**src/rtl/pattern_scan_arbiter_if.sv**
```systemverilog
// Request/grant and result handshake bundle for pattern_scan_arbiter.
// The master side issues requests and consumes results; the slave side is the arbiter.
interface pattern_scan_arbiter_if #(
    parameter int N_REQ  = 4,
    parameter int WORD_W = 8
);
    localparam int ID_W = $clog2(N_REQ);

    logic [N_REQ-1:0]        req;
    logic [N_REQ*WORD_W-1:0] data;
    logic [N_REQ-1:0]        gnt;
    logic                    busy;
    logic                    res_valid;
    logic [ID_W-1:0]         res_id;
    logic [2:0]              res_count;
    logic                    res_ready;

    modport master (
        output req, data, res_ready,
        input  gnt, busy, res_valid, res_id, res_count
    );

    modport slave (
        input  req, data, res_ready,
        output gnt, busy, res_valid, res_id, res_count
    );
endinterface

```
**src/rtl/pattern_scan_arbiter.sv**
```systemverilog
// Round-robin arbiter that grants one requester, scans its word MSB first for
// "1011" with a Moore detector, and returns the saturating match count.
module pattern_scan_arbiter #(
    parameter int N_REQ  = 4,
    parameter int WORD_W = 8
) (
    input logic                 clk,
    input logic                 clear_n,
    pattern_scan_arbiter_if.slave bus
);
    localparam int ID_W  = $clog2(N_REQ);
    localparam int BIT_W = $clog2(WORD_W);

    typedef enum logic [1:0] {IDLE, SHIFT, DONE} state_t;
    typedef enum logic [2:0] {D0, D1, D2, D3, D4} det_t;

    state_t            state;
    det_t              det_q;
    det_t              det_nx;
    logic [BIT_W-1:0]  bit_q;
    logic [2:0]        cnt_q;
    logic [ID_W-1:0]   ptr;
    logic [ID_W-1:0]   id_q;
    logic [WORD_W-1:0] word_q;
    logic              busy_q;
    logic              vld_q;

    logic              pick_vld;
    logic [ID_W-1:0]   pick_id;
    logic [ID_W-1:0]   cand;
    logic              grant;
    logic [N_REQ-1:0]  gnt_onehot;

    function automatic det_t det_next(input det_t s, input logic b);
        case (s)
            D0:      return b ? D1 : D0;
            D1:      return b ? D1 : D2;
            D2:      return b ? D3 : D0;
            D3:      return b ? D4 : D0;
            D4:      return b ? D1 : D0;
            default: return D0;
        endcase
    endfunction

    function automatic logic [2:0] sat_inc(input logic [2:0] c);
        return (c == 3'd7) ? c : c + 3'd1;
    endfunction

    // Walk downward from the farthest candidate so the one nearest ptr wins.
    always_comb begin
        pick_vld = 1'b0;
        pick_id  = '0;
        cand     = '0;
        for (int k = N_REQ - 1; k >= 0; k--) begin
            cand = ptr + ID_W'(k);
            if (bus.req[cand]) begin
                pick_vld = 1'b1;
                pick_id  = cand;
            end
        end
    end

    // Gated by clear_n so no grant can escape while reset is held.
    assign grant = (state == IDLE) && pick_vld && clear_n;

    always_comb begin
        gnt_onehot = '0;
        if (grant) gnt_onehot[pick_id] = 1'b1;
    end

    assign det_nx = det_next(det_q, word_q[WORD_W-1]);

    // Controller and detector state
    always_ff @(posedge clk or negedge clear_n) begin
        if (!clear_n) begin
            state  <= IDLE;
            det_q  <= D0;
            bit_q  <= '0;
            cnt_q  <= '0;
            ptr    <= '0;
            busy_q <= 1'b0;
            vld_q  <= 1'b0;
        end else begin
            case (state)
                IDLE: begin
                    if (grant) begin
                        state  <= SHIFT;
                        det_q  <= D0;
                        bit_q  <= '0;
                        cnt_q  <= '0;
                        ptr    <= pick_id + ID_W'(1);
                        busy_q <= 1'b1;
                    end
                end
                SHIFT: begin
                    det_q <= det_nx;
                    if (det_nx == D4) cnt_q <= sat_inc(cnt_q);
                    bit_q <= bit_q + BIT_W'(1);
                    if (bit_q == BIT_W'(WORD_W - 1)) begin
                        state <= DONE;
                        vld_q <= 1'b1;
                    end
                end
                DONE: begin
                    if (bus.res_ready) begin
                        state  <= IDLE;
                        vld_q  <= 1'b0;
                        busy_q <= 1'b0;
                    end
                end
                default: state <= IDLE;
            endcase
        end
    end

    // Captured word and owner; qualified by the controller, so no reset needed
    always_ff @(posedge clk) begin
        if (grant) begin
            word_q <= bus.data[pick_id*WORD_W +: WORD_W];
            id_q   <= pick_id;
        end else if (state == SHIFT) begin
            word_q <= {word_q[WORD_W-2:0], 1'b0};
        end
    end

    assign bus.gnt       = gnt_onehot;
    assign bus.busy      = busy_q;
    assign bus.res_valid = vld_q;
    assign bus.res_id    = vld_q ? id_q : '0;
    assign bus.res_count = vld_q ? cnt_q : '0;
endmodule

```
**src/flat_wrapper.sv**
```systemverilog
// flat-port wrapper written by rule: the top's interface ports become plain ports
module pattern_scan_arbiter_flat 
#(
    parameter int N_REQ  = 4,
    parameter int WORD_W = 8
)
  (clk, clear_n, bus_req, bus_data, bus_res_ready, bus_gnt, bus_busy, bus_res_valid, bus_res_id, bus_res_count);
  pattern_scan_arbiter_if #(.N_REQ(N_REQ), .WORD_W(WORD_W)) bus_i ();
  input logic clk;
  input logic clear_n;
  input wire logic [$bits(bus_i.req)-1:0] bus_req;
  input wire logic [$bits(bus_i.data)-1:0] bus_data;
  input wire logic [$bits(bus_i.res_ready)-1:0] bus_res_ready;
  output wire logic [$bits(bus_i.gnt)-1:0] bus_gnt;
  output wire logic [$bits(bus_i.busy)-1:0] bus_busy;
  output wire logic [$bits(bus_i.res_valid)-1:0] bus_res_valid;
  output wire logic [$bits(bus_i.res_id)-1:0] bus_res_id;
  output wire logic [$bits(bus_i.res_count)-1:0] bus_res_count;
  assign bus_i.req = bus_req;
  assign bus_i.data = bus_data;
  assign bus_i.res_ready = bus_res_ready;
  assign bus_gnt = bus_i.gnt;
  assign bus_busy = bus_i.busy;
  assign bus_res_valid = bus_i.res_valid;
  assign bus_res_id = bus_i.res_id;
  assign bus_res_count = bus_i.res_count;
  pattern_scan_arbiter #(.N_REQ(N_REQ), .WORD_W(WORD_W)) u_core (.clk(clk), .clear_n(clear_n), .bus(bus_i));
endmodule
```
**config.mk**
```make
export PLATFORM = sky130hd
export DESIGN_NAME = pattern_scan_arbiter_flat
export DESIGN_NICKNAME = d
export VERILOG_FILES = /design/src/rtl/pattern_scan_arbiter_if.sv /design/src/rtl/pattern_scan_arbiter.sv /design/src/flat_wrapper.sv
export SDC_FILE = /design/constraint.sdc
export NUM_CORES = 1
export LEC_CHECK = 0
export BUFFER_PORTS_ARGS = -buffer_cell sky130_fd_sc_hd__clkbuf_2
export CAP_MARGIN = 20
export CORE_MARGIN = 5
export CORE_UTILIZATION = 50
export CTS_CLUSTER_DIAMETER = 30
export CTS_CLUSTER_SIZE = 24
export DETAILED_ROUTE_END_ITERATION = 12
export GPL_ROUTABILITY_DRIVEN = 0
export HOLD_SLACK_MARGIN = 0.03
export PLACE_DENSITY_LB_ADDON = 0.05
export SLEW_MARGIN = 20
export SYNTH_ARGS = -nofsm -noshare
export SYNTH_HDL_FRONTEND = slang
export SYNTH_SLANG_ARGS = --single-unit
```
**constraint.sdc**
```tcl
create_clock -name clk -period 2.8 [get_ports clk]
set_clock_uncertainty 0.2 [all_clocks]
set_input_delay 0.7 -clock clk [delete_from_list [all_inputs] [get_ports clk]]
set_output_delay 0.7 -clock clk [all_outputs]
set_load 0.02 [all_outputs]
```
# Yosys cells after proc, flatten, opt, wreduce, memory -nomap -nowiden
# Index checks and enable logic that the tools add are counted.
op_classes:
  n_addsub: 6
  n_lt_le_gt_ge: 6
  eq_ne: 14
  n_shift: 1
  mux: 43
  n_reduce_logical: 16
op_table:
  columns: ["operator", "count"]
  rows:
  - ["32-bit by 6-bit variable part select with 8-bit output", 1]
  - ["2-bit two-way mux", 10]
  - ["3-bit one-hot mux with 2 select lines", 3]
  - ["8-bit two-way mux", 2]
  - ["2-bit by 3-bit < comparator with 1-bit output, second input constant", 5]
  - ["3-bit two-way mux", 5]
  - ["1-bit two-way mux", 13]
  - ["3-bit == test, second input constant", 4]
  - ["3-bit one-hot mux with 4 select lines", 1]
  - ["3-bit AND reduction", 3]
  - ["1-bit binary-select mux with 2-bit select", 4]
  - ["2-bit nonzero test", 4]
  - ["3-bit by 1-bit adder with 3-bit output, second input constant", 2]
  - ["3-bit by 2-bit == test with 1-bit output, second input constant", 2]
  - ["2-bit by 1-bit != test with 1-bit output, second input constant", 3]
  - ["2-bit one-hot mux with 3 select lines", 1]
  - ["2-bit by 1-bit adder with 2-bit output, second input constant", 2]
  - ["2-bit adder, second input constant", 2]
  - ["4-bit two-way mux", 1]
  - ["2-bit != test, second input constant", 2]
  - ["1-bit one-hot mux with 2 select lines", 2]
  - ["2-bit AND reduction", 2]
  - ["4-bit AND reduction", 1]
  - ["3-bit by 1-bit == test with 1-bit output, second input constant", 1]
  - ["other kinds (8)", 10]
word_totals:
  register_bits: 25
  input_bits: 39

# Depth between registers and ports, before layout
logic_depth:
  depth_word: 12
  mapped_depth: 6
  depth_no_buf: 6

# Worst setup path after synthesis
# Ideal clock, no wire load.
synth_path:
  kind: "input port to output port"
  startpoint: "input bus_req[2]"
  endpoint: "output bus_gnt[1]"
  arrival_ns: 1.849
  required_ns: 1.900
  path_slack_ns: 0.051
  cell_stages: 6
  cell_sequence: "nor2b_1 a311oi_1 nor2_2 inv_1 ha_1 and2_1"
synth_via:
  elab_chain_cells: 11
synth_rtl:
  columns: ["item", "line", "text"]
  rows:
  - ["from (decl)", "flat_wrapper.sv:11", "input wire logic [$bits(bus_i.req)-1:0] bus_req;"]
  - ["1-bit binary-select mux with 2-bit select", "pattern_scan_arbiter.sv:56", "if (bus.req[cand]) begin"]
  - ["1-bit two-way mux (not written as such)", "pattern_scan_arbiter.sv:56", null]
  - ["2-bit two-way mux (3 in series)", "pattern_scan_arbiter.sv:56", null]
  - ["2-bit two-way mux *", "pattern_scan_arbiter.sv:56", null]
  - ["via u_core.pick_id[1]", "pattern_scan_arbiter.sv:29", "logic [ID_W-1:0] pick_id;"]
  - ["2-bit by 3-bit < comparator with 1-bit output (not written as such) / 2-bit by 1-bit >= comparator with 1-bit output (equally long branches)", "pattern_scan_arbiter.sv:68", "if (grant) gnt_onehot[pick_id] = 1'b1;"]
  - ["1-bit logical AND (not written as such)", "pattern_scan_arbiter.sv:68", null]
  - ["1-bit two-way mux (not written as such)", "pattern_scan_arbiter.sv:68", null]
  - ["1-bit demux with 2-bit select *", null, null]
  - ["4-bit two-way mux *", "pattern_scan_arbiter.sv:68", null]
  - ["to (decl)", "flat_wrapper.sv:14", "output wire logic [$bits(bus_i.gnt)-1:0] bus_gnt;"]
# The timed path passes the listed nets; every way through them passes the cells marked *. The select of a mux whose other input is x is not followed.

# Worst setup path after layout
layout_path:
  startpoint: "register u_core.ptr[1]"
  endpoint: "output bus_gnt[2]"
layout_via:
  elab_chain_cells: 12
layout_rtl:
  columns: ["item", "line", "text"]
  rows:
  - ["from (decl)", "pattern_scan_arbiter.sv:22", "logic [ID_W-1:0] ptr;"]
  - ["from (signal assigned)", "pattern_scan_arbiter.sv:91", "ptr <= pick_id + ID_W'(1);"]
  - ["2-bit adder", "pattern_scan_arbiter.sv:55", "cand = ptr + ID_W'(k);"]
  - ["1-bit binary-select mux with 2-bit select", "pattern_scan_arbiter.sv:56", null]
  - ["1-bit two-way mux (not written as such)", "pattern_scan_arbiter.sv:56", null]
  - ["2-bit two-way mux (3 in series)", "pattern_scan_arbiter.sv:56", null]
  - ["2-bit two-way mux *", "pattern_scan_arbiter.sv:56", null]
  - ["via u_core.pick_id[0]", "pattern_scan_arbiter.sv:29", null]
  - ["2-bit by 3-bit < comparator with 1-bit output (not written as such) / 2-bit by 1-bit >= comparator with 1-bit output (equally long branches)", "pattern_scan_arbiter.sv:68", null]
  - ["1-bit logical AND (not written as such)", "pattern_scan_arbiter.sv:68", null]
  - ["1-bit two-way mux (not written as such)", "pattern_scan_arbiter.sv:68", null]
  - ["1-bit demux with 2-bit select *", null, null]
  - ["4-bit two-way mux *", "pattern_scan_arbiter.sv:68", null]
# Marked as above.

==> impl_metrics.csv <==
group,metric,value,unit
worst_setup_path,crit_slowest_cell,"dfrtp_2",
global_routing,grt_pass1_vias,1475,
routing,num_vias,1414,
global_routing,grt_pass1_wl,6051,um
timing,setup_tns,0,ps
floorplan,die_area,4284,um^2
yosys,yosysMostFrequentCell,"nand2_1",
worst_hold_path,min_path_type,"in2async",
clock_network,cts.sinks,25,
routing,drc_errors,0,
yosys,yosys.area.top_type,"dfrtp_1",
timing,timing.slew.headroom,66.83,%
worst_setup_path,end_kind,"output pin",
routing,via_per_inst,5.545,
global_routing,grt.overflow.total,0,
clock_network,cts_hold_buffers,0,
yosys,synthXorXnorAreaFrac,0,%
yosys,synth_area,1538,um^2
power_and_ir_drop,vdd_ir_drop_max,337.7,uV
yosys,avgSynthCellArea,9.985,um^2
yosys,synth-simple-area-share,20.18,%
flow_run,cap_viol_max_count,0,
routing,ant_nets,0,
yosys,netlist_instances,154,
timing,finalCritPeriodShare,97.64,%
final_layout,stdcell_count,255,
clock_network,cts_buffers,3,
power_and_ir_drop,pwr-share-clk,10.1,%
floorplan,ioPinCount,50,
clock_network,clkTransAtPathRegs,150,ps
final_layout,multi_input_area,873.3,um^2
final_layout,n_fill_cell,249,
final_layout,fin_area,2031,um^2
timing,worst_slack,66.18,ps
routing,totalWireLength,3581,um
yosys,synth_fp_nets,201,
worst_setup_path,path_cells,"mux2i_2, o2bb2ai_2, nor2_4, inv_4, ha_2, and2_4, buf_6",
final_layout,regArea,676.9,um^2
floorplan,coreArea,3003,um^2
routing,first_pass_iters,4,
final_layout,area_growth_syn_to_layout,32.06,%
timing,hold_viol_final,0,
yosys,ys_seq_elements,25,
clock_network,insertion_delay,320,ps
worst_setup_path,arrival,1830,ps
final_layout,drive_above_1_share,43.69,%
worst_setup_path,slowest_delay,500,ps
yosys,synth.distinct_cells,36,
floorplan,start_util,51.21,%
timing,holdWs,128.7,ps
place,preCtsSetupSlack,-90.12,ps
yosys,ys.flop_type,"dfrtp_1",
yosys,synth_warnings,0,
power_and_ir_drop,pwr-share-comb,48.9,%
floorplan,die_y,65.46,um
timing,finalSetupViolations,0,
timing,maxSlewViolCount,0,
power_and_ir_drop,powerDensity,811.5,nW/um^2
floorplan,die_w,65.46,um
yosys,netlist_top_cells_count,"nand2_1, o21ai_0, dfrtp_1",
power_and_ir_drop,seq_power_share,41.0,%
routing,wl_per_cell,14.04,um
worst_setup_path,worstSetupPathType,"reg2out",
yosys,synth_top_family_by_area,"simple AND/OR/NAND/NOR gates",
timing,post-route-min-period,2734,ps
clock_network,cts-root-buf,"clkbuf_4",
power_and_ir_drop,power.share.switching,38.94,%
yosys,synthAdderAreaFrac,7.160,%
floorplan,row_count,20,
clock_network,tritoncts,"yes",
place,place_area,1921,um^2
worst_setup_path,cp_max_fo,7,
timing,max_clock_freq,0.3658,GHz
power_and_ir_drop,leakage,0.9745,nW
yosys,seq_area_frac_synth,43.94,%
final_layout,diodes,0,
yosys,synthTopCellsByArea,"dfrtp_1, edfxtp_1, ha_1, mux2_4, nand2_1",
timing,rsz0062_at_grt,"true",
place,dp_hpwl,2849,um
clock_network,htree_levels,1,
global_routing,antenna_found_initial,0,
yosys,synth_top_cell_area_share,24.41,%
place,dp_cells,248,
power_and_ir_drop,p_sw,0.6417,mW
routing,first_iter_violations,74,
final_layout,layout.nets,270,
timing,tightest_slew,495.7,ps
yosys,synth-compound-area-share,18.23,%
power_and_ir_drop,p_int,1.006,mW
clock_network,clk_path_buf_depth,2,
yosys,synth-edff-count,10,
place,numPortBuffers,49,
worst_setup_path,crit_required,1900,ps
yosys,async_flop_share,60.00,%
yosys,synthMuxAreaShare,8.544,%
global_routing,grt_util_all_layers,18.22,%
global_routing,grt_max_degree,18,
run_status,status,"finished clean",
worst_setup_path,worstSetupStartpointType,"flop",
## state kept, by name, summed over array words and instances (netlist names)
register,flops
u_core.state,2
u_core.cnt_q,3
u_core.id_q,2
u_core.bus.res_valid,1
u_core.det_q,3
u_core.bit_q,3
u_core.bus.busy,1
u_core.ptr,2
u_core.word_q,8
## cells by family (layout without fill, tap and decap cells)
family          count (synthesis)  in the layout
buf+inv                         7             75
fa+ha+maj                       9              9
simple gates                   61             61
flops                          25             25
compound gates                 42             42
mux                            10             10
## worst max-delay path, delay by kind of cell (launching register included)
kind | cells | cell delay (ps)
flops | 1 | 500
simple gates | 2 | 330
mux | 1 | 190
fa+ha+maj | 1 | 180
buf+inv | 2 | 170
compound gates | 1 | 150
## path summary, 6_finish.rpt
kind	start	cells past startpoint	end	slack, ps
min in group clk	u_core.bit_q[0]	1	u_core.bit_q[0]	320
worst min register to register	u_core.bit_q[0]	1	u_core.bit_q[0]	320
worst max register to register	u_core.ptr[1]	7	u_core.word_q[6]	460
max in group asynchronous	clear_n	2	u_core.ptr[1]	2070
worst min-delay path	clear_n	2	u_core.bus.busy	130
worst max-delay path	u_core.ptr[1]	7	bus_gnt[2]	70
## metal layers
layer | vias to the layer above | global-route usage, % | wire, um
li1 | 698 | - | -
met1 | 670 | 20.63 | 1470
met2 | 44 | 33.88 | 1907
met3 | 2 | 3.248 | 184
met4 | 0 | 6.477 | 19
met5 | - | 0 | 0
## timing repair
| action | 4_1_cts | 5_1_grt |
|---|---|---|
| resized for setup | 4 | 19 |
| setup buffers | 0 | 3 |
| pin swaps | 0 | 4 |
| setup endpoints to repair | 4 | 4 |
## placed cells by master, fill, tap and decap left out, types with 2 or more instances in the layout
| master | synthesis | final |
|---|---|---|
| buf_6 | 0 | 2 |
| nand2b_1 | 3 | 2 |
| and2_4 | 0 | 2 |
| edfxtp_1 | 10 | 10 |
| a211oi_1 | 2 | 2 |
| ha_1 | 8 | 6 |
| clkbuf_2 | 0 | 46 |
| ha_2 | 0 | 2 |
| o21ai_0 | 17 | 17 |
| and2_1 | 9 | 7 |
| mux2i_1 | 3 | 2 |
| nand3_1 | 8 | 8 |
| nor2_4 | 1 | 2 |
| inv_1 | 3 | 2 |
| clkbuf_4 | 0 | 3 |
| mux2_4 | 6 | 6 |
| inv_2 | 1 | 2 |
| buf_4 | 0 | 18 |
| nand2_1 | 23 | 23 |
| a21oi_1 | 9 | 8 |
| nor2b_1 | 3 | 3 |
| dfrtp_1 | 15 | 14 |
| nor2_1 | 8 | 7 |
| a221o_1 | 7 | 7 |
## power groups by stage
| stage | clock (mW) | sequential (mW) | combinational (mW) |
|---|---|---|---|
| after floorplan | 0 | 0.657 | 0.506 |
| after global placement | 0 | 0.670 | 0.728 |
| after detailed placement | 0 | 0.678 | 0.750 |
| after CTS | 0.171 | 0.672 | 0.760 |
| after global routing | 0.194 | 0.699 | 0.899 |
| final | 0.167 | 0.675 | 0.806 |
## area by class of cell
| type | instances | area share [%] |
|---|---|---|
| Timing Repair Buffer | 66 | 19.10 |
| Multi-Input combinational cell | 122 | 43.01 |
| Clock inverter | 1 | 0.3697 |
| Clock buffer | 3 | 1.109 |
| Inverter | 5 | 1.047 |
| Tap cell | 33 | 2.033 |
| Sequential cell | 25 | 33.33 |
## metrics by stage
step | utilization [%] | total power [mW]
final | 67.63 | 1.648
after global routing | 67.63 | 1.792
after CTS | 65.29 | 1.603
after detailed placement | 63.96 | 1.428
after global placement | 63.96 | 1.399
after floorplan | - | 1.164
No activity file was read; power rests on OpenSTA's default activity.
